## config.mk

```make
export PLATFORM = sky130hd
export DESIGN_NAME = fetch_unit_flat
export DESIGN_NICKNAME = d
export VERILOG_FILES = /design/src/rtl/fetch_unit_if.sv /design/src/rtl/fetch_unit.sv /design/src/flat_wrapper.sv
export SDC_FILE = /design/constraint.sdc
export NUM_CORES = 1
export LEC_CHECK = 0
export ABC_AREA = 1
export BUFFER_PORTS_ARGS = -buffer_cell sky130_fd_sc_hd__clkbuf_2
export CORE_ASPECT_RATIO = 0.6
export CORE_MARGIN = 2
export CORE_UTILIZATION = 48
export CTS_CLUSTER_DIAMETER = 40
export DETAILED_ROUTE_END_ITERATION = 6
export PLACE_DENSITY_LB_ADDON = 0.05
export SLEW_MARGIN = 5
export SYNTH_ARGS = -nofsm -noshare
export SYNTH_HDL_FRONTEND = slang
export SYNTH_SLANG_ARGS = --single-unit
```

## constraint.sdc

```tcl
create_clock -name clock -period 11.63 [get_ports clock]
set_input_delay 0.5815 -clock clock [delete_from_list [all_inputs] [get_ports clock]]
set_output_delay 0.5815 -clock clock [all_outputs]
set_load 0.01 [all_outputs]
```

## src/rtl/fetch_unit_if.sv

```systemverilog
// Fetch unit bus bundle: PC generator handshake, instruction memory port and decode port.
// master = fetch unit side, slave = PC generator / memory / decode side.
interface fetch_unit_if;
  logic [31:0] pc;
  logic        pc_advance;
  logic        flush;
  logic        imem_req;
  logic [31:0] imem_addr;
  logic        imem_gnt;
  logic        imem_rvalid;
  logic [31:0] imem_rdata;
  logic        id_valid;
  logic        id_ready;
  logic [31:0] id_pc;
  logic [31:0] id_instr;

  modport master (
    input  pc, flush, imem_gnt, imem_rvalid, imem_rdata, id_ready,
    output pc_advance, imem_req, imem_addr, id_valid, id_pc, id_instr
  );

  modport slave (
    output pc, flush, imem_gnt, imem_rvalid, imem_rdata, id_ready,
    input  pc_advance, imem_req, imem_addr, id_valid, id_pc, id_instr
  );
endinterface

```

## src/rtl/fetch_unit.sv

```systemverilog
// Instruction fetch unit: single-outstanding memory requests feeding a DEPTH-entry
// circular buffer of {pc, instr} toward decode, with flush and drain of stale responses.
//   state | meaning
//   IDLE  | may issue a request
//   WAIT  | one request granted, awaiting rvalid
//   DRAIN | awaiting a response that will be discarded
module fetch_unit #(
  parameter int DEPTH = 2
) (
  input  logic         clock,
  input  logic         reset,
  fetch_unit_if.master bus
);

  localparam int PW = $clog2(DEPTH);
  localparam int CW = PW + 1;
  localparam logic [CW-1:0] DEPTH_C = CW'(DEPTH);

  typedef enum logic [1:0] {IDLE, WAIT, DRAIN} state_t;

  state_t        state, state_nxt;
  logic [PW-1:0] rd_ptr, wr_ptr;
  logic [CW-1:0] occ, occ_after_pop;
  logic [31:0]   tag;
  logic [31:0]   buf_pc    [DEPTH];
  logic [31:0]   buf_instr [DEPTH];
  logic          rst_q, hold, head_valid, pop, push, req, capture;
  logic          unused_pc_bits;

  assign unused_pc_bits = &{1'b0, bus.pc[1:0]};

  // Requests stay quiet in the reset cycle and the one after it.
  assign hold          = reset | rst_q;
  assign head_valid    = (occ != '0) && !reset;
  assign pop           = head_valid && bus.id_ready && !bus.flush;
  assign occ_after_pop = occ - CW'(pop);

  always_ff @(posedge clock) begin
    if (reset) state <= IDLE;
    else       state <= state_nxt;
  end

  always_comb begin
    state_nxt = state;
    req       = 1'b0;
    capture   = 1'b0;
    push      = 1'b0;
    case (state)
      IDLE: begin
        if (!bus.flush && !hold && (occ_after_pop < DEPTH_C)) begin
          req = 1'b1;
          if (bus.imem_gnt) begin
            capture   = 1'b1;
            state_nxt = WAIT;
          end
        end
      end
      WAIT: begin
        if (bus.imem_rvalid) begin
          push      = !bus.flush;
          state_nxt = IDLE;
        end else if (bus.flush) begin
          state_nxt = DRAIN;
        end
      end
      DRAIN: begin
        // The awaited response ends the drain even if another flush lands with it.
        if (bus.imem_rvalid) state_nxt = IDLE;
      end
      default: state_nxt = IDLE;
    endcase
  end

  always_ff @(posedge clock) begin
    if (reset) begin
      rst_q  <= 1'b1;
      rd_ptr <= '0;
      wr_ptr <= '0;
      occ    <= '0;
      tag    <= '0;
    end else begin
      rst_q <= 1'b0;
      if (capture) tag <= {bus.pc[31:2], 2'b00};
      if (bus.flush) begin
        rd_ptr <= '0;
        wr_ptr <= '0;
        occ    <= '0;
      end else begin
        if (push) wr_ptr <= wr_ptr + 1'b1;
        if (pop)  rd_ptr <= rd_ptr + 1'b1;
        occ <= occ + CW'(push) - CW'(pop);
      end
    end
  end

  always_ff @(posedge clock) begin
    if (push) begin
      buf_pc[wr_ptr]    <= tag;
      buf_instr[wr_ptr] <= bus.imem_rdata;
    end
  end

  assign bus.imem_req   = req;
  assign bus.imem_addr  = {bus.pc[31:2], 2'b00};
  assign bus.pc_advance = capture;
  assign bus.id_valid   = head_valid;
  assign bus.id_pc      = head_valid ? buf_pc[rd_ptr]    : 32'h0;
  assign bus.id_instr   = head_valid ? buf_instr[rd_ptr] : 32'h0000_0013;

endmodule

```

## src/flat_wrapper.sv

```systemverilog
// flat-port wrapper written by rule: the top's interface ports become plain ports
module fetch_unit_flat 
#(
  parameter int DEPTH = 2
)
  (clock, reset, bus_pc, bus_flush, bus_imem_gnt, bus_imem_rvalid, bus_imem_rdata, bus_id_ready, bus_pc_advance, bus_imem_req, bus_imem_addr, bus_id_valid, bus_id_pc, bus_id_instr);
  fetch_unit_if bus_i ();
  input  logic clock;
  input  logic reset;
  input wire logic [$bits(bus_i.pc)-1:0] bus_pc;
  input wire logic [$bits(bus_i.flush)-1:0] bus_flush;
  input wire logic [$bits(bus_i.imem_gnt)-1:0] bus_imem_gnt;
  input wire logic [$bits(bus_i.imem_rvalid)-1:0] bus_imem_rvalid;
  input wire logic [$bits(bus_i.imem_rdata)-1:0] bus_imem_rdata;
  input wire logic [$bits(bus_i.id_ready)-1:0] bus_id_ready;
  output wire logic [$bits(bus_i.pc_advance)-1:0] bus_pc_advance;
  output wire logic [$bits(bus_i.imem_req)-1:0] bus_imem_req;
  output wire logic [$bits(bus_i.imem_addr)-1:0] bus_imem_addr;
  output wire logic [$bits(bus_i.id_valid)-1:0] bus_id_valid;
  output wire logic [$bits(bus_i.id_pc)-1:0] bus_id_pc;
  output wire logic [$bits(bus_i.id_instr)-1:0] bus_id_instr;
  assign bus_i.pc = bus_pc;
  assign bus_i.flush = bus_flush;
  assign bus_i.imem_gnt = bus_imem_gnt;
  assign bus_i.imem_rvalid = bus_imem_rvalid;
  assign bus_i.imem_rdata = bus_imem_rdata;
  assign bus_i.id_ready = bus_id_ready;
  assign bus_pc_advance = bus_i.pc_advance;
  assign bus_imem_req = bus_i.imem_req;
  assign bus_imem_addr = bus_i.imem_addr;
  assign bus_id_valid = bus_i.id_valid;
  assign bus_id_pc = bus_i.id_pc;
  assign bus_id_instr = bus_i.id_instr;
  fetch_unit #(.DEPTH(DEPTH)) u_core (.clock(clock), .reset(reset), .bus(bus_i));
endmodule
```

[Word level (Yosys, flattened, before mapping)]
Memory sizes are Yosys's and may differ from the RTL's. A register that Yosys moved wholly into a read port is not among the register bits.
Index checks and enable logic that the tools add are counted.
Word-level totals
  output and inout bits: 99
  bits in read-only memories: 0
  bits in writable memories: 124
  memories kept: 2
  word-level logic and storage cells: 55
  input port bits: 70
  register bits after elaboration: 37
  bits in latches: 0
Cells by class
  reductions and logical operators: 12
  shift operators: 0
  multiplexer cells: 22
  bitwise operators: 1
  divide/modulo/power cells: 0
  equal/unequal tests: 6
  multiply operators: 0
  magnitude comparators: 1
  add/sub/neg operators: 5
Memory list
  u_core.buf_instr: depth 2, bits a word 32, rd ports 1, clocked after Yosys merged registers in 1, write ports 1, line fetch_unit.sv:26  | logic [31:0] buf_instr [DEPTH];
  u_core.buf_pc: depth 2, bits a word 30, rd ports 1, clocked after Yosys merged registers in 1, write ports 1, line fetch_unit.sv:25  | logic [31:0] buf_pc [DEPTH];
Operators with widths (number)
  32-bit 2-to-1 mux: 2
  1-bit 2-to-1 mux: 14
  2-bit 2-to-1 mux: 5
  2-bit one-hot mux with 3 select lines: 1
  1-bit logical AND: 5
  2-bit inequality test (second input constant): 2
  4-bit AND reduction: 1
  2-bit by 1-bit subtractor with 2-bit output: 2
  1-bit zero test: 3
  3-bit inequality test (second input constant): 1
  1-bit adder (second input constant): 2
  2-bit by 1-bit adder with 2-bit output: 1
  2-bit by 1-bit == test with 1-bit output (second input constant): 1
  2-bit == test (second input constant): 1
  2-bit zero test: 1
  2-bit < comparator (second input constant): 1
  2-bit by 1-bit inequality test with 1-bit output (second input constant): 1
  2-bit nonzero test: 1
  2-bit OR reduction: 1
  1-bit bitwise OR: 1

[Depth between registers and ports, before layout]
Gate-level depths: netlist of the first run.
  depth in word-level cells: 9
  depth in mapped cells: 12

[Least setup slack after synthesis of the first run]
Ideal clock, no wire load.
  kind: input-to-reg
  start point: input port bus_flush
  end point: memory u_core.buf_instr[1][0], enable pin
  stages: 3
  required time: 11.146 ns
  path buffers: 0
  setup slack: 7.732 ns
  data arrival time: 3.414 ns
  cells stage by stage: inv_1 nand3_1 nor2_1
Between the ends
  cells in the longest elaborated chain, start to end: 5
Ends and longest elaborated chain
  start, declared: line flat_wrapper.sv:11  | input wire logic [$bits(bus_i.flush)-1:0] bus_flush;
  1-bit zero test: line fetch_unit.sv:60  | push = !bus.flush;
  1-bit 2-to-1 mux: line fetch_unit.sv:59  | if (bus.imem_rvalid) begin
  1-bit 2-to-1 mux: line fetch_unit.sv:48  | case (state)
  1-bit 2-to-1 mux: line fetch_unit.sv:97  | if (push) begin
  1-bit 2-to-1 mux (implied by the code): line fetch_unit.sv:99  | buf_instr[wr_ptr] <= bus.imem_rdata;
  end, declared: line fetch_unit.sv:26
No other way between the ends.

[Worst setup path in the final report of the first run]
  start point: input port reset
  end point: output port bus_pc_advance
Between the ends
  cells in the longest elaborated chain, start to end: 9
  elaborated cells between the ends (all ways): 12
  classes of those cells: add/sub (1); order compare (1); mux (2); bitwise (1); reduce/logical (7)
Ends and longest elaborated chain
  start, declared: line flat_wrapper.sv:9  | input logic reset;
  1-bit zero test: line fetch_unit.sv:34  | assign head_valid = (occ != '0) && !reset;
  1-bit logical AND: line fetch_unit.sv:34
  1-bit logical AND (2 in a row): line fetch_unit.sv:35  | assign pop = head_valid && bus.id_ready && !bus.flush;
  2-bit by 1-bit subtractor with 2-bit output: line fetch_unit.sv:36  | assign occ_after_pop = occ - CW'(pop);
  2-bit < comparator: line fetch_unit.sv:50  | if (!bus.flush && !hold && (occ_after_pop < DEPTH_C)) begin
  1-bit logical AND *: line fetch_unit.sv:50
  1-bit 2-to-1 mux *: line fetch_unit.sv:50
  1-bit 2-to-1 mux *: line fetch_unit.sv:48
  end, declared: line flat_wrapper.sv:16  | output wire logic [$bits(bus_i.pc_advance)-1:0] bus_pc_advance;
Mark *: on every way between the ends. The rest lies on a longest branch, timed or not.

==> results.py, run 1 <==
metrics = {
    "routing": {
        "wl_um": 13770,
        "vias_per_cell": 4.792,
        "drc_errors": 0,
        "dr.pass1.iters": 4,
        "wl_per_cell_um": 14.54,
        "vias": 4538,
        "ant_nets": 0,
        "drt-initial-drc-count": 241,
    },
    "sta": {
        "rsz0062_at_grt": "false",
        "hold_viol_final": 0,
        "slew_headroom_pct": 38.44,
        "finalSetupTns_ns": 0,
        "finalCritPeriodShare_pct": 30.97,
        "drv_slew": 0,
        "worst_pin_slew_ns": 0.9235,
        "fin_crit_ns": 3.602,
        "clock.fmax_mhz": 277.6,
        "skew_ns": 0.01285,
        "final-setup-viol-count": 0,
        "hold_slack_ns": 0.3563,
    },
    "finish": {
        "drive_gt1_share_pct": 35.36,
        "syn_to_final_growth_pct": 19.17,
        "multi_input_area_um2": 1688,
        "antennaDiodeCount": 0,
        "regArea_um2": 4486,
        "finalNetCount": 814,
        "utilization_pct": 59.64,
        "fill_cells": 1205,
    },
    "clocking": {
        "max-clock-path-buffers": 2,
        "cts_made_buffers": 17,
        "cts.reportedPaths.clkPinSlew_ns": 0.06,
        "htreeDepth": 4,
        "cts_resized": 0,
        "postCtsHoldBufs": 0,
        "root_buffer": "clkbuf_16",
        "cts_num_sinks": 162,
        "cts_tree": "yes",
        "cts_setup_buffers": 0,
        "insertion_delay_ns": 0.41,
    },
    "synth": {
        "synth_top_area_share_pct": 53.63,
        "synth.largest_area_cell": "edfxtp_1",
        "syn_area_per_cell_um2": 11.31,
        "async_flop_share_pct": 0,
        "synth_area_leaders": "edfxtp_1 54%, dfxtp_1 11%, mux2_2 9.6%",
        "synth_edf_count": 124,
        "synth-seq-area-share_pct": 64.59,
        "synthCells": 614,
        "synthFlopType": "edfxtp_1",
        "synthDistinctLibCells": 25,
        "synth.most_common_cell": "edfxtp_1",
        "yosysWarnings": 0,
        "netlist_area_um2": 6943,
        "synth_common_cells": "124 x edfxtp_1, 104 x inv_1, 101 x nand2_1",
        "synth_seq_cells": 162,
    },
    "global_routing": {
        "grt-ovfl-total": 0,
        "grt_max_degree": 66,
        "grt_util_met2_pct": 31.51,
        "grt_pass1_wl_um": 22630,
        "grt_pass1_vias": 4723,
        "met3_usage_pct": 4.738,
        "met1_usage_pct": 23.18,
        "gr-max-usage-layer": "met2",
        "track_usage_pct": 18.38,
        "antenna_found_initial": 0,
    },
    "min_path": {
        "hold_path.class": "input pin to register",
    },
    "place": {
        "gp_congestion": 0.7866,
        "portBuffers": 162,
        "hpwl_um": 8254,
    },
    "worst_setup_path": {
        "critPathRequiredTime_ns": 11.05,
        "worstSetupStartpointType": "input pin",
        "cp_max_fo": 31,
        "crit_type": "input pin to output port",
        "arrival_ns": 3.02,
        "crit_path_end_kind": "output port",
    },
    "die": {
        "die_width_um": 159.3,
        "die_y_um": 97.16,
        "dieArea_um2": 15470,
        "initial_core_util_pct": 50.05,
        "row_count": 33,
        "core_area_um2": 13870,
        "io_pins": 169,
    },
    "power": {
        "p_leak_nw": 3.697,
        "total_power_mw": 1.244,
        "vdd_drop_max_mv": 0.1189,
        "power_density_nw_per_um2": 150.4,
    },
    "run": {
        "cap_violations": 0,
    },
    "outcome": {
        "status": "completed",
    },
}
==> routing by layer <==
metal / part of all wire, % / vias to the layer above
li1: - / 2227
met4: 1.1 / 0
met3: 5.1 / 19
met2: 48 / 135
met5: 0 / -
met1: 46 / 2157
==> registers in the layout (all words and copies together), names as in the netlist, named ones only <==
name,cells
u_core.state,2
u_core.wr_ptr,1
u_core.buf_pc,60
u_core.buf_instr,64
u_core.tag,30
u_core.occ,2
u_core.rd_ptr,1
u_core.rst_q,1
==> placed cells by master (no fill, tap or decap), drive strengths merged, types with 3 or more instances in the layout <==
master    count
a21oi         6
clkinvlp      5
nor3          3
nand2       102
conb          4
nand3         3
buf           6
nor2         71
dfxtp        38
mux2         59
edfxtp      124
nand4        30
o211ai        3
o21ai         3
clkbuf      180
inv         110
bufinv        3
==> path summary, 6_finish.rpt <==
path                            cells after the start              start                      to  slack, ns
worst min-delay path                                1  bus_imem_rdata[0]  u_core.buf_instr[0][0]       0.36
worst max register to register                     10      u_core.occ[1]          u_core.tag[11]       9.20
worst max-delay path                               10              reset          bus_pc_advance       8.03
worst min register to register                      0      u_core.tag[6]     u_core.buf_pc[1][4]       0.45
==> cell families (layout without fill, tap and decap cells) <==
| family | count (synthesis) | count (layout) | synth area share (%) |
|---|---|---|---|
| other cells | 1 | 4 | 0.05401 |
| compound gates | 12 | 12 | 1.027 |
| mux | 59 | 59 | 9.569 |
| fa+ha+maj | 2 | 2 | 0.3604 |
| buf+inv | 168 | 306 | 11.62 |
| simple gates | 210 | 210 | 12.78 |
| flops | 162 | 162 | 64.59 |
==> per-stage QoR <==
stage / cell area (µm²) / instances / setup WS [ns]
global placement: 7667 / 915 / 8.085
detailed placement: 7667 / 915 / 8.022
global route: 8274 / 947 / 7.807
CTS: 8274 / 947 / 8.000
floorplan: 6954 / 617 / 7.733
finish: 8274 / 947 / 8.028
==> report_power, final <==
group / internal (mW) / leakage, nW / switching [mW]
sequential: 0.626 / 1.36 / 0.00289
combinational: 0.0185 / 2.05 / 0.0279
clock: 0.341 / 0.279 / 0.228
==> worst max-delay path: stages <==
cell,delay [ns]
clkbuf_2,0.16
inv_2,0.46
nand2_2,0.17
nor2_1,0.14
ha_1,0.21
nand2_1,0.08
nand2_1,0.11
nand3_1,0.13
nor2_4,0.69
clkbuf_2,0.26
==> layout make-up <==
class,count,share of cell area [%]
inverter,106,4.809
tap,192,2.903
timing repair buffer,168,10.34
multi-input combinational,287,20.40
clock inverter,14,2.147
clock buffer,18,5.187
sequential,162,54.21
Note: power is estimated with default switching activity, not from simulation.
==> run 2: changes to the inputs <==
==> constraint.sdc (replaced) <==
create_clock -name clock -period 3 [get_ports clock]
set_input_delay 0.15 -clock clock [delete_from_list [all_inputs] [get_ports clock]]
set_output_delay 0.15 -clock clock [all_outputs]
set_load 0.01 [all_outputs]
==> run 2 against run 1 <==
Count of clock-buffer cells in the layout rose by 4. Sequential power rose to 3.9 times the previous value. Clock power rose to 3.7 times the previous value. Non-clock buffer count rose by 39. Final cell count up 4.1%. First-iteration DRC count decreased by 10%. Flip-flop and latch count did not move. Core utilization rose by 2.7 points. Via count is 1.8% higher. Setup slack got worse by 7.5 ns. Die area did not move.
==> results.py, run 2 (same netlist as run 1, synthesis figures left out) <==
metrics = {
    "power": {
        "switching_share_pct": 20.35,
        "power_frac_seq_pct": 51.0,
        "p_leak_nw": 3.859,
        "power.clock.fraction_pct": 44.5,
        "power_density_nw_per_um2": 552.6,
        "pwr-share-comb_pct": 4.5,
        "p_sw_mw": 0.9729,
        "power.internal_mw": 3.808,
        "vdd_drop_max_mv": 0.3856,
    },
    "finish": {
        "fill_cells": 1208,
        "largest_reg_flops": 64,
        "reg_top3": "u_core.buf_instr (64), u_core.buf_pc (60), u_core.tag (30)",
        "syn_to_final_growth_pct": 24.60,
        "layout_common_cells": "162 x clkbuf_2, 124 x edfxtp_1, 104 x inv_1, 101 x nand2_1, 66 x nor2_1",
        "antennaDiodeCount": 0,
        "final_common_cell": "clkbuf_2",
        "drive_gt1_share_pct": 34.13,
        "finalNetCount": 853,
        "top_register": "u_core.buf_instr",
        "utilization_pct": 62.36,
    },
    "routing": {
        "vias": 4621,
        "drc_errors": 0,
        "wl_per_cell_um": 14.08,
        "drt-initial-drc-count": 216,
        "wl_um": 13880,
        "ant_nets": 0,
        "vias_per_cell": 4.687,
        "dr.pass1.iters": 6,
    },
    "sta": {
        "finalSetupTns_ns": 0,
        "worst_pin_slew_ns": 0.7397,
        "final-setup-viol-count": 0,
        "drv_slew": 0,
        "clock.fmax_mhz": 410.1,
        "hold_viol_final": 0,
        "slew_headroom_pct": 50.69,
        "finalCritPeriodShare_pct": 81.28,
        "skew_ns": 0.009926,
        "hold_slack_ns": 0.05544,
        "rsz0062_at_grt": "false",
        "fin_crit_ns": 2.439,
    },
    "global_routing": {
        "grt-ovfl-total": 0,
        "grt_pass1_wl_um": 23190,
        "track_usage_pct": 18.91,
        "antenna_found_initial": 0,
        "grt_pass1_vias": 4815,
        "grt_max_degree": 64,
    },
    "worst_setup_path": {
        "r2r_slack_ns": 0.74,
        "cp_max_fo": 12,
        "crit_path_end_kind": "output port",
        "arrival_ns": 2.29,
        "critPathRequiredTime_ns": 2.85,
        "worstSetupStartpointType": "register",
        "crit_type": "register to output port",
    },
    "outcome": {
        "status": "completed",
    },
    "place": {
        "portBuffers": 162,
        "hpwl_um": 8337,
        "gp_congestion": 0.7263,
    },
    "die": {
        "initial_core_util_pct": 50.05,
        "die_width_um": 159.3,
        "dieArea_um2": 15470,
        "core_area_um2": 13870,
        "die_y_um": 97.16,
        "row_count": 33,
        "io_pins": 169,
    },
    "clocking": {
        "cts_made_buffers": 17,
        "root_buffer": "clkbuf_16",
        "insertion_delay_ns": 0.41,
        "max-clock-path-buffers": 2,
        "cts_setup_buffers": 0,
        "cts_num_sinks": 162,
        "cts_tree": "yes",
        "htreeDepth": 4,
        "cts.reportedPaths.clkPinSlew_ns": 0.06,
    },
    "run": {
        "cap_violations": 0,
    },
    "min_path": {
        "hold_path.class": "input pin to register",
    },
}
run 2: per-stage QoR:
step                      power (mW)  setup slack, ns  instances  instance area, µm²
final                          4.780           0.5615        986                8651
after global routing           4.958           0.3802        986                8651
after CTS                      4.834           0.5389        986                8651
after detailed placement       2.666           0.7567        920                7720
after global placement         2.660           0.8340        920                7720
after floorplan                2.601           0.3630        617                6959
run 2: final cells by class:
cell class | count | area (µm²) | share of cell area, %
Sequential cell | 162 | 4488 | 51.88
Multi-Input combinational cell | 287 | 1688 | 19.51
Timing Repair Buffer | 207 | 1246 | 14.41
Clock buffer | 22 | 464.2 | 5.366
Inverter | 106 | 397.9 | 4.599
Tap cell | 192 | 240.2 | 2.777
Clock inverter | 10 | 126.4 | 1.461
run 2: final timing paths:
check                                     start                   to  depth (start not counted)
worst min register to register   u_core.tag[11]  u_core.buf_pc[1][9]                          0
worst min-delay path            bus_imem_rvalid      u_core.state[1]                          4
worst max register to register    u_core.occ[1]       u_core.tag[30]                         11
worst max-delay path              u_core.occ[1]       bus_pc_advance                          9
run 2: worst max-delay path: stages (launching register included):
cell and delay, ns:
dfxtp_1 0.33, o21ai_0 0.35, nor2_1 0.08, ha_1 0.22
inv_1 0.08, nand2_1 0.06, nand2_1 0.10, nand3_1 0.13
nor2_4 0.33, clkbuf_2 0.20
run 2: power by group through the flow:
stage	registers (mW)	clock network (mW)	logic, mW
final	2.44	2.13	0.217
after global routing	2.44	2.28	0.242
after CTS	2.44	2.18	0.217
after detailed placement	2.48	0	0.181
after global placement	2.48	0	0.177
after floorplan	2.48	0	0.119
run 2: metal layers:
metal | GRT usage [%] | part of all wire, % | up-vias
met1 | 24.73 | 47 | 2185
met3 | 4.396 | 4.8 | 8
met5 | 0 | 0 | -
li1 | - | - | 2305
met2 | 31.57 | 48 | 123
met4 | 5.874 | 0.58 | 0
run 2: repair_timing:
| item | 4_1_cts | 5_1_grt |
|---|---|---|
| hold buffers | 34 | 0 |
| endpoints found under the hold margin | 66 | 0 |
| endpoints found under the setup margin | 0 | 0 |
| resized for setup | 0 | 0 |
